## src/rtl/hour_set_ctrl.sv

```systemverilog
// Hour time-set controller: debounces Set/Inc/Dec, edits a captured hour modulo 24 with
// auto-repeat, then commits it to the hour counter with a setup/hold-safe LD strobe.
module hour_set_ctrl #(
  parameter int unsigned DEBOUNCE_CYCLES = 4,
  parameter int unsigned REPEAT_DELAY    = 8,
  parameter int unsigned REPEAT_RATE     = 4,
  parameter int unsigned LD_WIDTH        = 2
) (
  input  logic       Clk,
  input  logic       Clr,
  input  logic       Set_Btn,
  input  logic       Inc_Btn,
  input  logic       Dec_Btn,
  input  logic [4:0] CUR_HOUR,
  output logic [4:0] HOUR_OUT,
  output logic       LD,
  output logic       Setting
);

  localparam int unsigned NumBtn = 3;
  localparam int unsigned BtnSet = 0;
  localparam int unsigned BtnInc = 1;
  localparam int unsigned BtnDec = 2;

  localparam int unsigned DbW    = $clog2(DEBOUNCE_CYCLES + 1);
  localparam int unsigned RptMax = (REPEAT_DELAY > REPEAT_RATE) ? REPEAT_DELAY : REPEAT_RATE;
  localparam int unsigned RptW   = $clog2(RptMax + 1);
  localparam int unsigned LdW    = $clog2(LD_WIDTH + 1);

  localparam logic [4:0] MaxHour = 5'd23;

  typedef enum logic [2:0] {
    StIdle,
    StCapture,
    StAdjust,
    StLdSetup,
    StLdPulse,
    StLdHold
  } state_e;

  // Button synchronizers and debouncers
  logic [NumBtn-1:0] btn_raw;
  logic [NumBtn-1:0] sync1_q, sync2_q;
  logic [NumBtn-1:0] lvl_q, lvl_d;
  logic [NumBtn-1:0] prev_q;
  logic [NumBtn-1:0] press;
  logic [DbW-1:0]    db_cnt_q [NumBtn];
  logic [DbW-1:0]    db_cnt_d [NumBtn];

  assign btn_raw = {Dec_Btn, Inc_Btn, Set_Btn};

  // Counter tracks consecutive cycles the synchronized input disagrees with the level.
  always_comb begin
    lvl_d = lvl_q;
    for (int i = 0; i < NumBtn; i++) begin
      db_cnt_d[i] = '0;
      if (sync2_q[i] != lvl_q[i]) begin
        if (db_cnt_q[i] == DbW'(DEBOUNCE_CYCLES - 1)) begin
          lvl_d[i] = sync2_q[i];
        end else begin
          db_cnt_d[i] = db_cnt_q[i] + 1'b1;
        end
      end
    end
  end

  always_ff @(posedge Clk or negedge Clr) begin
    if (!Clr) begin
      sync1_q <= '0;
      sync2_q <= '0;
      lvl_q   <= '0;
      prev_q  <= '0;
      for (int i = 0; i < NumBtn; i++) begin
        db_cnt_q[i] <= '0;
      end
    end else begin
      sync1_q <= btn_raw;
      sync2_q <= sync1_q;
      lvl_q   <= lvl_d;
      prev_q  <= lvl_q;
      for (int i = 0; i < NumBtn; i++) begin
        db_cnt_q[i] <= db_cnt_d[i];
      end
    end
  end

  assign press = lvl_q & ~prev_q;

  logic set_press;
  logic inc_lvl, dec_lvl;
  logic inc_press, dec_press;

  assign set_press = press[BtnSet];
  assign inc_lvl   = lvl_q[BtnInc];
  assign dec_lvl   = lvl_q[BtnDec];
  assign inc_press = press[BtnInc];
  assign dec_press = press[BtnDec];

  // State, edit register and repeat/pulse counters
  state_e          state_q, state_d;
  logic [4:0]      hour_q, hour_d;
  logic [RptW-1:0] rpt_cnt_q, rpt_cnt_d;
  logic            rpt_first_q, rpt_first_d;
  logic [LdW-1:0]  ld_cnt_q, ld_cnt_d;
  logic            ld_q, ld_d;
  logic            setting_q, setting_d;

  logic step;
  logic step_up, step_dn;

  // Auto-repeat only runs while exactly one of Inc/Dec is held in ADJUST; anything else
  // rewinds it so the next step is a fresh press followed by the long initial delay.
  always_comb begin
    rpt_cnt_d   = '0;
    rpt_first_d = 1'b1;
    step        = 1'b0;
    if (state_q == StAdjust && (inc_lvl ^ dec_lvl)) begin
      if (inc_press || dec_press) begin
        step = 1'b1;
      end else if (rpt_first_q) begin
        if (rpt_cnt_q == RptW'(REPEAT_DELAY - 1)) begin
          step        = 1'b1;
          rpt_first_d = 1'b0;
        end else begin
          rpt_cnt_d = rpt_cnt_q + 1'b1;
        end
      end else begin
        rpt_first_d = 1'b0;
        if (rpt_cnt_q == RptW'(REPEAT_RATE - 1)) begin
          step = 1'b1;
        end else begin
          rpt_cnt_d = rpt_cnt_q + 1'b1;
        end
      end
    end
  end

  assign step_up = step & inc_lvl;
  assign step_dn = step & dec_lvl;

  always_comb begin
    state_d  = state_q;
    hour_d   = hour_q;
    ld_cnt_d = ld_cnt_q;
    unique case (state_q)
      StIdle: begin
        if (set_press) begin
          state_d = StCapture;
        end
      end
      StCapture: begin
        hour_d  = (CUR_HOUR > MaxHour) ? 5'd0 : CUR_HOUR;
        state_d = StAdjust;
      end
      StAdjust: begin
        // Set wins over a same-cycle step; the step is dropped.
        if (set_press) begin
          state_d = StLdSetup;
        end else if (step_up) begin
          hour_d = (hour_q >= MaxHour) ? 5'd0 : hour_q + 5'd1;
        end else if (step_dn) begin
          hour_d = (hour_q == 5'd0 || hour_q > MaxHour) ? MaxHour : hour_q - 5'd1;
        end
      end
      StLdSetup: begin
        ld_cnt_d = '0;
        state_d  = StLdPulse;
      end
      StLdPulse: begin
        if (ld_cnt_q == LdW'(LD_WIDTH - 1)) begin
          state_d = StLdHold;
        end else begin
          ld_cnt_d = ld_cnt_q + 1'b1;
        end
      end
      StLdHold: begin
        state_d = StIdle;
      end
      default: begin
        state_d = StIdle;
      end
    endcase
  end

  // Outputs are decoded from the next state so they come straight off flops.
  assign ld_d      = (state_d == StLdPulse);
  assign setting_d = (state_d != StIdle);

  always_ff @(posedge Clk or negedge Clr) begin
    if (!Clr) begin
      state_q     <= StIdle;
      hour_q      <= '0;
      rpt_cnt_q   <= '0;
      rpt_first_q <= 1'b1;
      ld_cnt_q    <= '0;
      ld_q        <= 1'b0;
      setting_q   <= 1'b0;
    end else begin
      state_q     <= state_d;
      hour_q      <= hour_d;
      rpt_cnt_q   <= rpt_cnt_d;
      rpt_first_q <= rpt_first_d;
      ld_cnt_q    <= ld_cnt_d;
      ld_q        <= ld_d;
      setting_q   <= setting_d;
    end
  end

  assign HOUR_OUT = hour_q;
  assign LD       = ld_q;
  assign Setting  = setting_q;

endmodule

```

## config.mk

```make
export PLATFORM = sky130hd
export DESIGN_NAME = hour_set_ctrl
export DESIGN_NICKNAME = d
export VERILOG_FILES = /design/src/rtl/hour_set_ctrl.sv
export SDC_FILE = /design/constraint.sdc
export NUM_CORES = 1
export LEC_CHECK = 0
export CAP_MARGIN = 40
export CORE_MARGIN = 5
export CORE_UTILIZATION = 40
export CTS_BUF_LIST = sky130_fd_sc_hd__clkbuf_8
export CTS_CLUSTER_DIAMETER = 60
export CTS_CLUSTER_SIZE = 14
export DETAILED_ROUTE_END_ITERATION = 7
export PLACE_DENSITY_LB_ADDON = 0.05
export SLEW_MARGIN = 30
export SYNTH_ARGS = -nofsm -noshare
export SYNTH_HDL_FRONTEND = slang
export SYNTH_SLANG_ARGS = --single-unit
```

## constraint.sdc

```tcl
create_clock -name Clk -period 5.3 [get_ports Clk]
set_input_delay 0.53 -clock Clk [delete_from_list [all_inputs] [get_ports Clk]]
set_output_delay 0.53 -clock Clk [all_outputs]
set_load 0.005 [all_outputs]
```

Yosys cells after proc, flatten, opt, wreduce, memory -nomap -nowiden

Index checks and enable logic that the tools add are counted.

Input bits: 10
Logic and storage cells: 94
Output and inout bits: 7
Register bits after elaboration: 38

Bitwise operators: 5
Order comparisons: 3
Multiplexer cells: 33
$add $sub $neg: 7
Equality and inequality tests: 17
Reduce and logical (&&, ||, !) cells: 13

Operators with widths:

| kind                                                 | number |
|---|---|
| two-way mux 5 bit                                    | 6 |
| two-way mux 3 bit                                    | 9 |
| two-way mux 4 bit                                    | 5 |
| == test 3 x 2 -> 1 bit, second input constant        | 5 |
| one-hot mux 3 bit (5 select lines)                   | 1 |
| greater-than comparator 5 bit, second input constant | 2 |
| one-hot mux 5 bit (2 select lines)                   | 1 |
| adder 3 x 1 -> 3 bit, second input constant          | 3 |
| two-way mux 1 bit                                    | 9 |
| AND reduction 2 bit                                  | 4 |
| == test 3 bit, second input constant                 | 2 |
| adder 5 x 1 -> 5 bit, second input constant          | 1 |
| >= comparator 5 bit, second input constant           | 1 |
| logical NOT 5 bit                                    | 1 |
| subtractor 5 x 1 -> 5 bit, second input constant     | 1 |
| adder 4 x 1 -> 4 bit, second input constant          | 1 |
| == test 4 x 2 -> 1 bit, second input constant        | 1 |
| == test 4 x 3 -> 1 bit, second input constant        | 1 |
| inequality test 2 bit, second input constant         | 2 |
| one-hot mux 2 bit (2 select lines)                   | 1 |
| nonzero test 2 bit                                   | 2 |
| AND 3 bit                                            | 1 |
| == test 3 x 1 -> 1 bit, second input constant        | 1 |
| logical NOT 3 bit                                    | 1 |
| other kinds (12)                                     | 16 |

Depth between registers and ports, before layout

Gate-level depths: netlist of the first run.

Depth after elaboration: 10
Mapped depth: 7
Depth with buffers taken out: 6

Worst setup path before layout of the first run

OpenSTA, ideal clock, no wires.

Path kind: reg2reg
Start point: register hour_q[1], in the netlist HOUR_OUT[1]
End point: register hour_q[1], in the netlist HOUR_OUT[1]
Cell stages (with the launch flop): 7
Slack: 3586 ps
Library setup time: 124 ps
Path buffers: 0
Required time: 5176 ps
Arrival: 1590 ps
Period minus slack after synthesis: 1714 ps
Path through: dfrtp_1 ha_1 and4b_1 o21a_1 o21ba_2 a21oi_1 o31a_1

Cells in the longest elaborated chain, start to end: 7
Elaborated cells on any way between the ends: 12
Those cells by class: add/sub: 2; order compare: 2; mux: 6; reduce/logical: 2

RTL lines:

| element                                                            | RTL line | text |
|---|---|---|
| start, declared                                                    | 101      | `logic [4:0] hour_q, hour_d;` |
| start signal, assigned                                             | 200      | `hour_q <= hour_d;` |
| greater-than comparator 5 bit or logical NOT 5 bit (tied branches) | 162      | `hour_d = (hour_q == 5'd0 \|\| hour_q > MaxHour) ? MaxHour : hour_q - 5'd1;` |
| logical OR 1 bit                                                   | 162      |  |
| two-way mux 5 bit                                                  | 162      |  |
| two-way mux 5 bit                                                  | 161      | `end else if (step_dn) begin` |
| two-way mux 5 bit *                                                | 159      | `end else if (step_up) begin` |
| two-way mux 5 bit *                                                | 157      | `if (set_press) begin` |
| one-hot mux 5 bit (2 select lines) *                               | 145      | `unique case (state_q)` |

Every way passes the cells marked *; elsewhere a longest branch is shown, timed or not. The select of a mux whose other input is x is not followed.
A chain may end at the register's enable or synchronous reset.

Worst setup path after layout of the first run

Start point: register hour_q[0], in the netlist HOUR_OUT[0]
End point: register hour_q[1], in the netlist HOUR_OUT[1]

Same word-level chain as after synthesis.

==> results, run 1 <==
- At the pin with the least slew margin, the transition time is 0.6509 ns.
- The number of nets in the final layout is 200.
- The min-delay analysis places its worst path in the category in -> async.
- Of the total synthesized cell area, the portion taken by AND, OR, NAND and NOR gates is 0.1900.
- For this run, design rule violations remaining after detail routing come to 0.
- The first TritonRoute pass finished after 4 iterations.
- In this run the worst path has a maximum fanout of 11.
- The initial antenna violation count is 0.
- Of the cells placed in the final design, the portion with a size suffix greater than 1 is 0.1038.
- The total of max-cap violations is 0.
- The global route total overflow is 0.
- In the synthesized netlist the async set-or-reset flop fraction comes to 1.000.
- The horizontal die dimension is approximately 80 um.
- In this run, post-CTS hold repair placed 0 buffers.
- The setup path with the least slack is of type reg -> reg.
- The number of buffers added for setup after CTS is 0.
- Synthesis handed over a netlist of about 170 instances.
- The count of flip-flops with a built-in enable after synthesis is 0.
- Setup violations remaining at the end of the flow were counted as 0.
- The required time of the worst setup path is 5.47 ns.
- For the worst-skew pair, the clock arrives at the later sink with an insertion delay of approximately 0.28 ns.
- After clock tree synthesis, the clock-pin slew on the worst setup and hold paths is about 0.07 ns.
- The share of cell area taken by muxes after synthesis is 0.03133.
- The area inside the core boundary is between 4000 and 5000 um^2.
- The area growth from synthesis to layout is 14.07%.
- The floorplan step defined a die boundary enclosing 6162 um^2.
- The remaining number of nets flagged by the antenna check after routing is 0.
- The total I/O pin count is 17.
- The xor-xnor portion of the synthesized cell area is 0.05600.
- The overall fraction of global-route tracks in use is 0.1185.
- The first global-routing pass estimated between 5 and 6 mm of wire.
- The final core utilization is 0.4624.
- The floorplan step set the die height to roughly 79 um.
- The final max-slew violation count came to 0.
- A synthesized cell averages 11.24 um^2.
- The largest clock skew in the final design is ~0.0044 ns.
- Dividing total power by cell area gives a power density of 544.3 nW/um^2.
- The TritonCTS buffer count is 5.
- The worst setup path is launched from a flip-flop.
- Entering global routing, the biggest net connects 39 pins.
- The total standard cell area after synthesis is roughly 1900 um^2.
- The detailed-route via count is around 1200.
- Synthesis inferred 38 register bits.
- In this run the clock root is driven by a clkbuf_8.
- The number of antenna diodes in the final layout is 0.
- The share of the cycle needed by the critical path after routing is 0.3681.
- The worst register-to-register path begins at HOUR_OUT[0]$_DFFE_PN0P_.
- The combinational family with the most area after synthesis is simple AND/OR/NAND/NOR gates.
- Setup repair after global routing left no endpoint under its margin.
- The total count of hold-check failures in the final report is 0.
- In the routed layout, each cell is associated on average with a via count of between 5 and 6.
- After the first detailed-routing iteration, the DRC count stood at 63.
- Among all flip-flop cells after synthesis, the most frequent one is dfrtp_1.
- Of the synthesized area, sequential elements account for 0.5073.
- IR analysis of the VDD net gives a maximum drop of about 0.00022 V.
- The detailed-route wire length per cell is ~14 um.
- The clock period could shrink to 1.951 ns.
- The via count of the first global-routing pass came to about 1300.
- After detailed routing, the total wire length is roughly 3.2 mm.
- The upper clock frequency limit is just over 500 MHz.
- The total of warnings raised by yosys is 0.
- When the netlist entered floorplanning its net count stood at about 180.
- The total of cells resized after clock tree synthesis is 0.
- The launching instance or port of the critical path is HOUR_OUT[0]$_DFFE_PN0P_.
- Setup total negative slack on the finished layout was measured at 0 ns.
- The clock tree from TritonCTS is yes.
- For this design the static power due to leakage is around 0.98 nW.
- The number of buffers inserted by port buffering is 16.
- The floorplan has 25 rows.
- The area fraction in compound gates after synthesis is 0.1307.
- The signal arrival time at the worst endpoint is 2.12 ns.
- Routability-driven placement finished with a final weighted congestion of roughly 0.84.
- The maximum buffer depth of the clock tree is 2.
- The effective utilization at floorplan is 0.4054.
- The CTS sink count is 38.
- The relative slew slack is 0.5652.
- The synthesized-area fraction occupied by adder cells is 0.04667.
- The H-tree depth reported by CTS is 2.
- The run finished with clean final reports.
- The worst setup path is captured at a flip-flop.
- Synthesis instantiated 43 different standard cells from the library.
- Once detailed placement completed, the half-perimeter wirelength came to ~2.4 mm.
[worst paths after layout]
check | cells after the start | slack, ns | endpoint
max reg2reg | 6 | 3.35 | HOUR_OUT[1]$_DFFE_PN0P_
min | 1 | 0.20 | db_cnt_q[2]$_DFF_PN0_
min in group Clk | 0 | 0.35 | sync2_q[2]$_DFF_PN0_
max in group asynchronous | 1 | 4.75 | rpt_first_q$_DFF_PN1_
min reg2reg | 0 | 0.35 | sync2_q[2]$_DFF_PN0_
max | 6 | 3.35 | HOUR_OUT[1]$_DFFE_PN0P_
[synthesized netlist by cell type (2+ instances only)]
library cell | number | area, um^2
nor2_1 | 12 | 45.04
a21o_1 | 4 | 30.03
buf_6 | 2 | 22.52
a211oi_1 | 2 | 15.01
a21oi_1 | 10 | 50.05
clkbuf_1 | 5 | 18.77
ha_1 | 7 | 87.58
nor2b_1 | 6 | 37.54
mux2_2 | 3 | 33.78
nand3b_1 | 3 | 22.52
nand2_1 | 3 | 11.26
o21ai_0 | 2 | 10.01
nor3b_1 | 7 | 52.55
or3_1 | 2 | 12.51
nand3_1 | 4 | 20.02
dfrtp_1 | 37 | 925.9
xor2_1 | 7 | 61.31
a31oi_1 | 4 | 25.02
nor3_1 | 10 | 50.05
nand2b_1 | 2 | 12.51
xnor2_1 | 5 | 43.79
inv_1 | 8 | 30.03
and4b_1 | 2 | 20.02
[final cells by class]
| type | count | area (um^2) |
|---|---|---|
| Timing Repair Buffer | 16 | 157.7 |
| Sequential cell | 38 | 952.2 |
| Tap cell | 54 | 67.56 |
| Clock buffer | 5 | 68.82 |
| Fill cell | 445 | 2489 |
| Clock inverter | 2 | 11.26 |
| Inverter | 8 | 30.03 |
| Multi-Input combinational cell | 114 | 853.3 |
[cells by family (layout without fill, tap and decap cells)]
| group | Yosys count | count (layout) |
|---|---|---|
| AND/OR/NAND/NOR | 57 | 57 |
| flip-flops | 38 | 38 |
| AO/OA/AOI/OAI | 33 | 33 |
| buffers and inverters | 15 | 31 |
| XOR/XNOR | 12 | 12 |
| adder cells (fa/ha/maj) | 7 | 7 |
| multiplexers | 5 | 5 |
[metrics by stage]
step           total power (W)  instance area, um^2  hold slack (ns)  setup slack (ns)  instances
2_1_floorplan        0.0008559                 1877           0.2344             3.586        167
3_3_place_gp         0.0009803                 2058           0.3337             3.441        230
3_5_place_dp         0.0009945                 2058           0.3347             3.361        230
4_1_cts               0.001183                 2138           0.3521             3.341        237
5_1_grt               0.001270                 2141           0.2396             3.237        237
6_report              0.001165                 2141           0.2014             3.349        237
[sequential cells by signal (all words and copies together) (netlist names)]
name,flops
sync2_q,3
Setting,1
rpt_cnt_q,4
lvl_q,3
HOUR_OUT,5
state_q,3
LD,1
db_cnt_q,9
prev_q,3
sync1_q,3
ld_cnt_q,2
rpt_first_q,1
[worst max-delay path: stages, from the launching register on]
cell     delay [ns]
dfrtp_1        0.53
ha_1           0.31
and4b_1        0.22
o21a_1         0.17
o21ba_2        0.25
a21oi_1        0.07
o31a_1         0.28
[layer usage]
metal / up-vias / global-route usage / wire, um
li1: 621 / - / -
met1: 598 / 0.1416 / 1479
met2: 17 / 0.1961 / 1584
met3: 4 / 0.03440 / 121
met5: - / 0 / 0
met4: 0 / 0.05420 / 40
[placed cells by master, fill, tap and decap left out, types with 2 or more instances in the layout]
| cell | n |
|---|---|
| nor2_1 | 12 |
| dfrtp_1 | 37 |
| mux2_2 | 3 |
| clkdlybuf4s50_1 | 15 |
| a21o_1 | 4 |
| nand3b_1 | 3 |
| xor2_1 | 7 |
| nand2_1 | 3 |
| xnor2_1 | 5 |
| o21ai_0 | 2 |
| nand2b_1 | 2 |
| and4b_1 | 2 |
| ha_1 | 7 |
| or3_1 | 2 |
| nor2b_1 | 6 |
| a31oi_1 | 4 |
| nand3_1 | 4 |
| nor3_1 | 10 |
| inv_1 | 9 |
| a21oi_1 | 10 |
| a211oi_1 | 2 |
| nor3b_1 | 7 |
| clkbuf_8 | 5 |
[where the power goes]
part	total (W)	switching, W	internal (W)
registers	0.000503	0.000121	0.000381
clock network	0.000182	0.0000934	0.0000881
logic	0.000481	0.000229	0.000252
Power figures use the tool's default switching activity.
==> inputs of run 2 (changes only) <==
==> constraint.sdc (replaced) <==
create_clock -name Clk -period 2 [get_ports Clk]
set_input_delay 0.2 -clock Clk [delete_from_list [all_inputs] [get_ports Clk]]
set_output_delay 0.2 -clock Clk [all_outputs]
set_load 0.005 [all_outputs]
==> results, run 2 (synthesis gave the netlist of run 1 again) <==
- 17 I/O pins were placed.
- The destination of the worst hold path is sync1_q[0]$_DFF_PN0_.
- The library cells used most frequently in the layout, excluding fill and tap cells, are dfrtp_1 (37), clkdlybuf4s50_1 (15), nor2_1 (12), a21oi_1 (10), nor3_1 (10).
- The remaining number of nets flagged by the antenna check after routing is 0.
- The height of the die is about 79 um.
- Across all hold checks on the routed design, the worst slack comes to approximately 0.35 ns.
- The antenna diode instance count is 0.
- In the finished design, the share of the clock period the worst path needs comes to 0.9277.
- The total count of hold-check failures in the final report came to 0.
- For this design the ratio of total power to cell area is 1452 nW/um^2.
- Walking the worst path, the cells encountered are ha_1, and4b_1, o21a_1, o21ba_2, a21oi_1, o31a_1.
- The initial antenna violation count is 0.
- STA puts the critical path data required time at approximately 2.2 ns.
- The post-placement worst setup slack is roughly 0.17 ns.
- Setup slack closes at 0.1445 ns.
- The critical path contains buffers and inverters numbering 0 combined.
- The flop-to-flop setup slack is 0.14 ns.
- The relative slew slack is 0.6109.
- The critical path in this run is classified as reg -> reg.
- Setup repair after global routing left no endpoint under its margin.
- The number of flip-flops in the largest register is 9.
- From left edge to right edge, the die measures between 70 and 80 um.
- The effective utilization at floorplan is 0.4054.
- The register bank with the most flops is db_cnt_q.
- Summing all placed instances gives a cell area of approximately 2100 um^2.
- The total of max-cap violations is 0.
- The endpoint class of the critical path is a flip-flop.
- The clock passes through at most 2 buffers.
- The flow ran to the end, and the final reports show no timing, DRC or antenna violations.
- The number of vias per cell is around 5.3.
- The wire-length estimate of the detail-placed layout is 2.453 mm.
- The maximum number of pins on one net before global-route repair is 21.
- The final weighted congestion of routability-driven global placement is just under 0.8.
- The upper clock frequency limit is between 500 and 600 MHz.
- Of all nets on the critical path, the largest fanout is 8.
- The CTS sink count is 38.
- The floorplan step defined a core boundary enclosing ~4600 um^2.
- After clock tree synthesis, the clock-pin slew on the worst setup and hold paths is 0.08 ns.
- Adding up every negative setup slack in the final design gives 0 ns.
- The minimum clock period is 1.855 ns.
- The detailed-route via count is between 1000 and 1500.
- The maximum ir drop on the vdd rail is 0.0005866 V.
- The floorplan has 25 rows.
- The via count of the first global-routing pass was between 1000 and 1500.
- The area growth from synthesis to layout is 19.13%.
- The H-tree depth reported by CTS is 2.
- The launching element type of the critical path is a flip-flop.
- In this run the critical register-to-register path is captured at HOUR_OUT[1]$_DFFE_PN0P_.
- The floorplan step defined a die boundary enclosing between 6000 and 7000 um^2.
- The detailed-route wire length per cell is between 10 and 15 um.
- After the last flow step, the layout net total stands at roughly 210.
- Buffers placed on the I/O ports in this run total 16.
- For the final database, setup skew stands at around 0.0057 ns.
- The critical path's largest stage delay is approximately 0.46 ns.
- The first-pass detailed-route iteration total is 4.
- For the pin with the worst max-slew slack, the measured transition is approximately 0.58 ns.
- The library cell used most frequently in the layout, excluding fill and tap cells, is dfrtp_1.
- At the later pin of the worst-skew pair, clock insertion delay measures between 0.2 and 0.3 ns.
- Counting instances, the worst hold path has a depth of 1.
- In this run, CTS created clock tree buffers numbering 5.
- The worst hold-check path type is in -> reg.
- TritonCTS built the clock tree.
- Once the clock tree was built, the setup fixing pass inserted 0 buffers.
- The fraction of layout cells with a size suffix above 1 is 0.1458.
- The worst min-delay path startpoint is Set_Btn.
- The static leakage is between 1 and 1.5 nW.
- The number of DRC markers in iteration 0 is about 120.
- The number of endpoints failing setup at the final stage is 0.
- Counting the fill cells in the layout gives roughly 440.
- The launch instance of the worst register-to-register path is HOUR_OUT[1]$_DFFE_PN0P_.
- The total overflow left after global routing is 0.
- The cell family contributing the most delay on the critical path is compound AO/OA/AOI/OAI gates.
- The global-route wire length before repair is approximately 5.7 mm.
- The finished cells cover ~2200 um^2.
- The tree is rooted in a clkbuf_8.
- The overall fraction of global-route tracks in use is 0.1177.
- The number of design rule violations left after detail routing is 0.
- The final max-slew violation count came to 0.
- The routed design has 3.345 mm of wire.
- The slowest stage of the critical path is the dfrtp_1 cell.
- The path depth of the worst reg2reg path is 6.
- Data on the critical path arrives at its endpoint at between 2 and 2.5 ns.
run 2: changes by cell type in the layout (fill, tap and decap cells not counted), sizes merged:
cell	change
buf	+7
clkbuf	+1
clkinv	+1
dlygate4sd3	+1
inv	-1
run 2: report_power, final:
part | leakage [nW] | internal, W | switching, W
sequential | 0.476 | 0.00101 | 0.000243
combinational | 0.508 | 0.000743 | 0.000703
clock | 0.0472 | 0.000277 | 0.000270
run 2: final cells by class:
cell class	count	area (um^2)	share of cell area
flip-flops and latches	38	952.2	0.4259
clock buffers	6	82.58	0.03693
inverters	8	30.03	0.01343
multi-input cells	114	853.3	0.3816
well taps	54	67.56	0.03022
repair buffers	24	237.7	0.1063
clock inverters	2	12.51	0.005596
run 2: metrics by stage:
step | util | power (W) | instances
global route | 0.4830 | 0.003527 | 246
global placement | 0.4543 | 0.002679 | 236
finish | 0.4830 | 0.003247 | 246
detailed placement | 0.4603 | 0.002711 | 237
floorplan | - | 0.002268 | 167
CTS | 0.4830 | 0.003287 | 246
run 2: timing repair:
action                                 CTS  global route
endpoints found under the hold margin   18             0
resized for setup                        0             0
hold buffers                             1             0
run 2: worst reg2reg max path: stages, from the launching register on:
cell and delay (ns):
dfrtp_1 0.46, ha_1 0.28, and4b_1 0.21, o21a_1 0.17
o21ba_2 0.25, a21oi_1 0.07, o31a_1 0.28
run 2: how the worst max path moves through the flow:
stage / endpoint / depth (start not counted) / from
3_5_place_dp: HOUR_OUT[1]$_DFFE_PN0P_ / 6 / HOUR_OUT[1]$_DFFE_PN0P_
6_report: HOUR_OUT[1]$_DFFE_PN0P_ / 6 / HOUR_OUT[1]$_DFFE_PN0P_
2_1_floorplan: HOUR_OUT[1]$_DFFE_PN0P_ / 6 / HOUR_OUT[1]$_DFFE_PN0P_
5_1_grt: HOUR_OUT[1]$_DFFE_PN0P_ / 6 / HOUR_OUT[1]$_DFFE_PN0P_
4_1_cts: HOUR_OUT[1]$_DFFE_PN0P_ / 6 / HOUR_OUT[1]$_DFFE_PN0P_
3_3_place_gp: HOUR_OUT[1]$_DFFE_PN0P_ / 6 / HOUR_OUT[1]$_DFFE_PN0P_
run 2: metal layers:
metal	track usage	share of wire	up-vias
li1	-	-	640
met3	0.03670	0.034	4
met4	0.04720	0.012	0
met1	0.1587	0.47	632
met2	0.1749	0.48	18
met5	0	0	-
==> inputs of run 3 (changes only) <==
--- a/config.mk
+++ b/config.mk
@@ -8,11 +8,11 @@
 export CAP_MARGIN = 40
 export CORE_MARGIN = 5
 export CORE_UTILIZATION = 40
-export CTS_BUF_LIST = sky130_fd_sc_hd__clkbuf_8
+export CTS_BUF_LIST = sky130_fd_sc_hd__clkbuf_4
 export CTS_CLUSTER_DIAMETER = 60
 export CTS_CLUSTER_SIZE = 14
 export DETAILED_ROUTE_END_ITERATION = 7
-export PLACE_DENSITY_LB_ADDON = 0.05
+export PLACE_DENSITY = 0.55
 export SLEW_MARGIN = 30
 export SYNTH_ARGS = -nofsm -noshare
 export SYNTH_HDL_FRONTEND = slang
==> results, run 3 (synthesis gave the netlist of run 1 again) <==
- The required time of the worst setup path is around 2.2 ns.
- The detailed-route via count is 1288.
- Setup violations remaining at the end of the flow were counted as 0.
- The via count of the first global-routing pass is between 1000 and 1500.
- The number of nets in the final layout is 206.
- Of the total power, combinational logic draws 0.459.
- At the worst endpoint, the arrival time is between 2 and 2.5 ns.
- The first-pass detailed-route iteration total is 4.
- The floorplan row count is 25.
- For this configuration, the core starts out at a cell density of 0.4054.
- The sum of net half-perimeters after detailed placement is around 2.6 mm.
- In the final routed layout, each cell accounts on average for 13.79 um.
- Setup repair after global routing left no endpoint under its margin.
- The number of filler cells placed in the layout is approximately 440.
- The static leakage is 1.002 nW.
- The switching power summed over all nets is around 0.0012 W.
- The number of antenna diodes in the final layout is 0.
- Counting both buffers and inverters, the worst setup path holds a total of 0.
- The endpoint class of the critical path is a flip-flop.
- The die covers about 6200 um^2.
- The maximum number of pins on one net before global-route repair is 30.
- The floorplan step set the die height to about 79 um.
- The total I/O pin count is 17.
- The tree is rooted in a clkbuf_4.
- The final max-slew violation count was 0.
- The congestion estimate from routability-driven global placement came to 0.9022.
- The number of design rule violations left after detail routing is 0.
- The overall fraction of global-route tracks in use is 0.1223.
- In the finished design, the share of the clock period the worst path needs comes to 0.9256.
- The library cells used most frequently in the layout, excluding fill and tap cells, are dfrtp_1 (37), clkdlybuf4s50_1 (15), nor2_1 (12), a21oi_1 (10), nor3_1 (10).
- The largest clock skew in the final design is roughly 0.013 ns.
- The first global-routing pass estimated 5.913 mm of wire.
- The sequential cell area in the final layout is ~950 um^2.
- Relative to the synthesized area, the layout overhead comes to 16.00%.
- Clock-pin slew was measured on the worst setup and hold paths at 0.12 ns.
- The portion of total power attributed to the clock network is 0.129.
- The post-placement cell count is approximately 240.
- The register with the most flip-flops in the layout has 9 of them.
- No sink is reached through more buffers than the 2 on the longest clock path.
- The switching fraction of total power is 0.3898.
- The internal portion of the total power is around 0.0019 W.
- The largest fanout on the critical path is 8.
- Power spread over the standard cell area amounts to ~1400 nW/um^2.
- The final instance count without filler cells is approximately 240.
- The total count of hold-check failures in the final report is 0.
- The maximum ir drop on the vdd rail is around 0.00048 V.
- For this run, the top clock speed supported by timing is around 540 MHz.
- In this run, CTS created clock tree buffers numbering 5.
- Measured along the x axis, the die boundary spans just under 80 um.
- The initial antenna violation count is 0.
- The share of power burned in registers is 0.412.
- The number of buffers inserted by port buffering is 16.
- The accumulated negative setup slack is 0 ns.
- For the pin with the worst max-slew slack, the measured transition is between 0.5 and 0.6 ns.
- The worst slack on hold paths is between 0.2 and 0.3 ns.
- The later pin in the worst-skew pair is clocked with a latency of between 0.3 and 0.4 ns.
- The total length of routed wires is between 3 and 4 mm.
- In the global route stage, met2 resource usage came out at 0.2182.
- The library cell used most frequently in the layout, excluding fill and tap cells, is dfrtp_1.
- The signal on the critical path passes through ha_1, and4b_1, o21a_1, o21ba_2, a21oi_1, o31a_1.
- The H-tree depth reported by CTS is 2.
- Counting flops per register, the top entry is db_cnt_q.
- In this run the post-CTS setup repair buffer count came out at 0.
- The remaining number of nets flagged by the antenna check after routing is 0.
- The master of the slowest instance on the critical path is dfrtp_1.
- Across the run, the number of max-cap violations was 0.
- CTS saw 38 sinks.
- The cts-stage hold buffer count is 1.
- The worst hold-check path type is in -> async.
- The global route total overflow is 0.
- The met1 demand-to-capacity share in global routing is 0.1363.
- The fraction of layout cells with a size suffix above 1 is 0.1368.
- The worst setup path is of the reg -> reg kind.
- The clock tree from TritonCTS is yes.
- The area inside the core boundary is between 4000 and 5000 um^2.
- The met3 usage in global routing is 0.03326.
- In this run the tightest slew margin relative to its limit is 0.6302.
- The flow ran to the end, and the final reports show no timing, DRC or antenna violations.
- The multi-input combinational cells in the finished layout cover a total of around 850 um^2.
- The number of DRC markers in iteration 0 is 28.
- The largest single stage delay on the critical path is 0.47 ns.
- The worst setup path is launched from a flip-flop.
- The number of vias per cell is about 5.3.
- The minimum clock period is roughly 1.9 ns.
- The number of gates resized after CTS was 0.
- The final core utilization is 0.4703.
- The layer with the highest usage after global routing is met2.
- Among cell families on the critical path, the largest total delay comes from compound AO/OA/AOI/OAI gates.
-- run 3: changes by cell type in the layout (fill, tap and decap cells not counted) --
| cell | delta |
|---|---|
| clkbuf_8 | -6 |
| clkbuf_4 | +5 |
| buf_4 | -2 |
| buf_12 | +1 |
| buf_16 | -1 |
| clkinv_4 | +1 |
-- run 3: final cells by class --
| type | instances | area share |
|---|---|---|
| clock inverter | 3 | 0.009770 |
| inverter | 8 | 0.01379 |
| multi-input combinational | 114 | 0.3920 |
| clock buffer | 5 | 0.01724 |
| sequential | 38 | 0.4374 |
| timing repair buffer | 22 | 0.09885 |
| tap | 54 | 0.03103 |
-- run 3: metrics by stage --
step	instance area [um^2]	power, W	worst slack (ns)
after CTS	2177	0.003105	0.1612
after detailed placement	2108	0.002694	0.1787
after global routing	2177	0.003332	0.05907
after global placement	2088	0.002637	0.2327
final	2177	0.003059	0.1488
after floorplan	1877	0.002268	0.2861
-- run 3: power groups by stage --
stage / Combinational (W) / Clock [W] / Sequential [W]
global route: 0.00158 / 0.000453 / 0.00130
CTS: 0.00142 / 0.000420 / 0.00126
global placement: 0.00138 / 0 / 0.00125
detailed placement: 0.00141 / 0 / 0.00128
floorplan: 0.00109 / 0 / 0.00118
finish: 0.00140 / 0.000394 / 0.00126
-- run 3: per-layer routing --
layer | part of all wire | routed length [um]
met5 | 0 | 0
met2 | 0.51 | 1706
met1 | 0.45 | 1505
met4 | 0.0062 | 21
met3 | 0.039 | 132
-- run 3: path summary, 6_finish.rpt --
path / depth (start not counted) / end / from / slack [ns]
worst max-delay path: 6 / HOUR_OUT[1]$_DFFE_PN0P_ / HOUR_OUT[1]$_DFFE_PN0P_ / 0.15
worst min-delay path: 2 / HOUR_OUT[0]$_DFFE_PN0P_ / Clr / 0.26
worst max register to register: 6 / HOUR_OUT[1]$_DFFE_PN0P_ / HOUR_OUT[1]$_DFFE_PN0P_ / 0.15
worst min register to register: 0 / sync2_q[2]$_DFF_PN0_ / sync1_q[2]$_DFF_PN0_ / 0.36
max in group asynchronous: 3 / rpt_cnt_q[3]$_DFF_PN0_ / Clr / 1.31
min in group Clk: 1 / sync1_q[0]$_DFF_PN0_ / Set_Btn / 0.29
-- run 3: worst reg2reg max path: cells and delay by family (launching register included) --
family	cells	cell delay (ns)
flops	1	0.47
compound gates	4	0.77
simple gates	1	0.21
fa+ha+maj	1	0.29
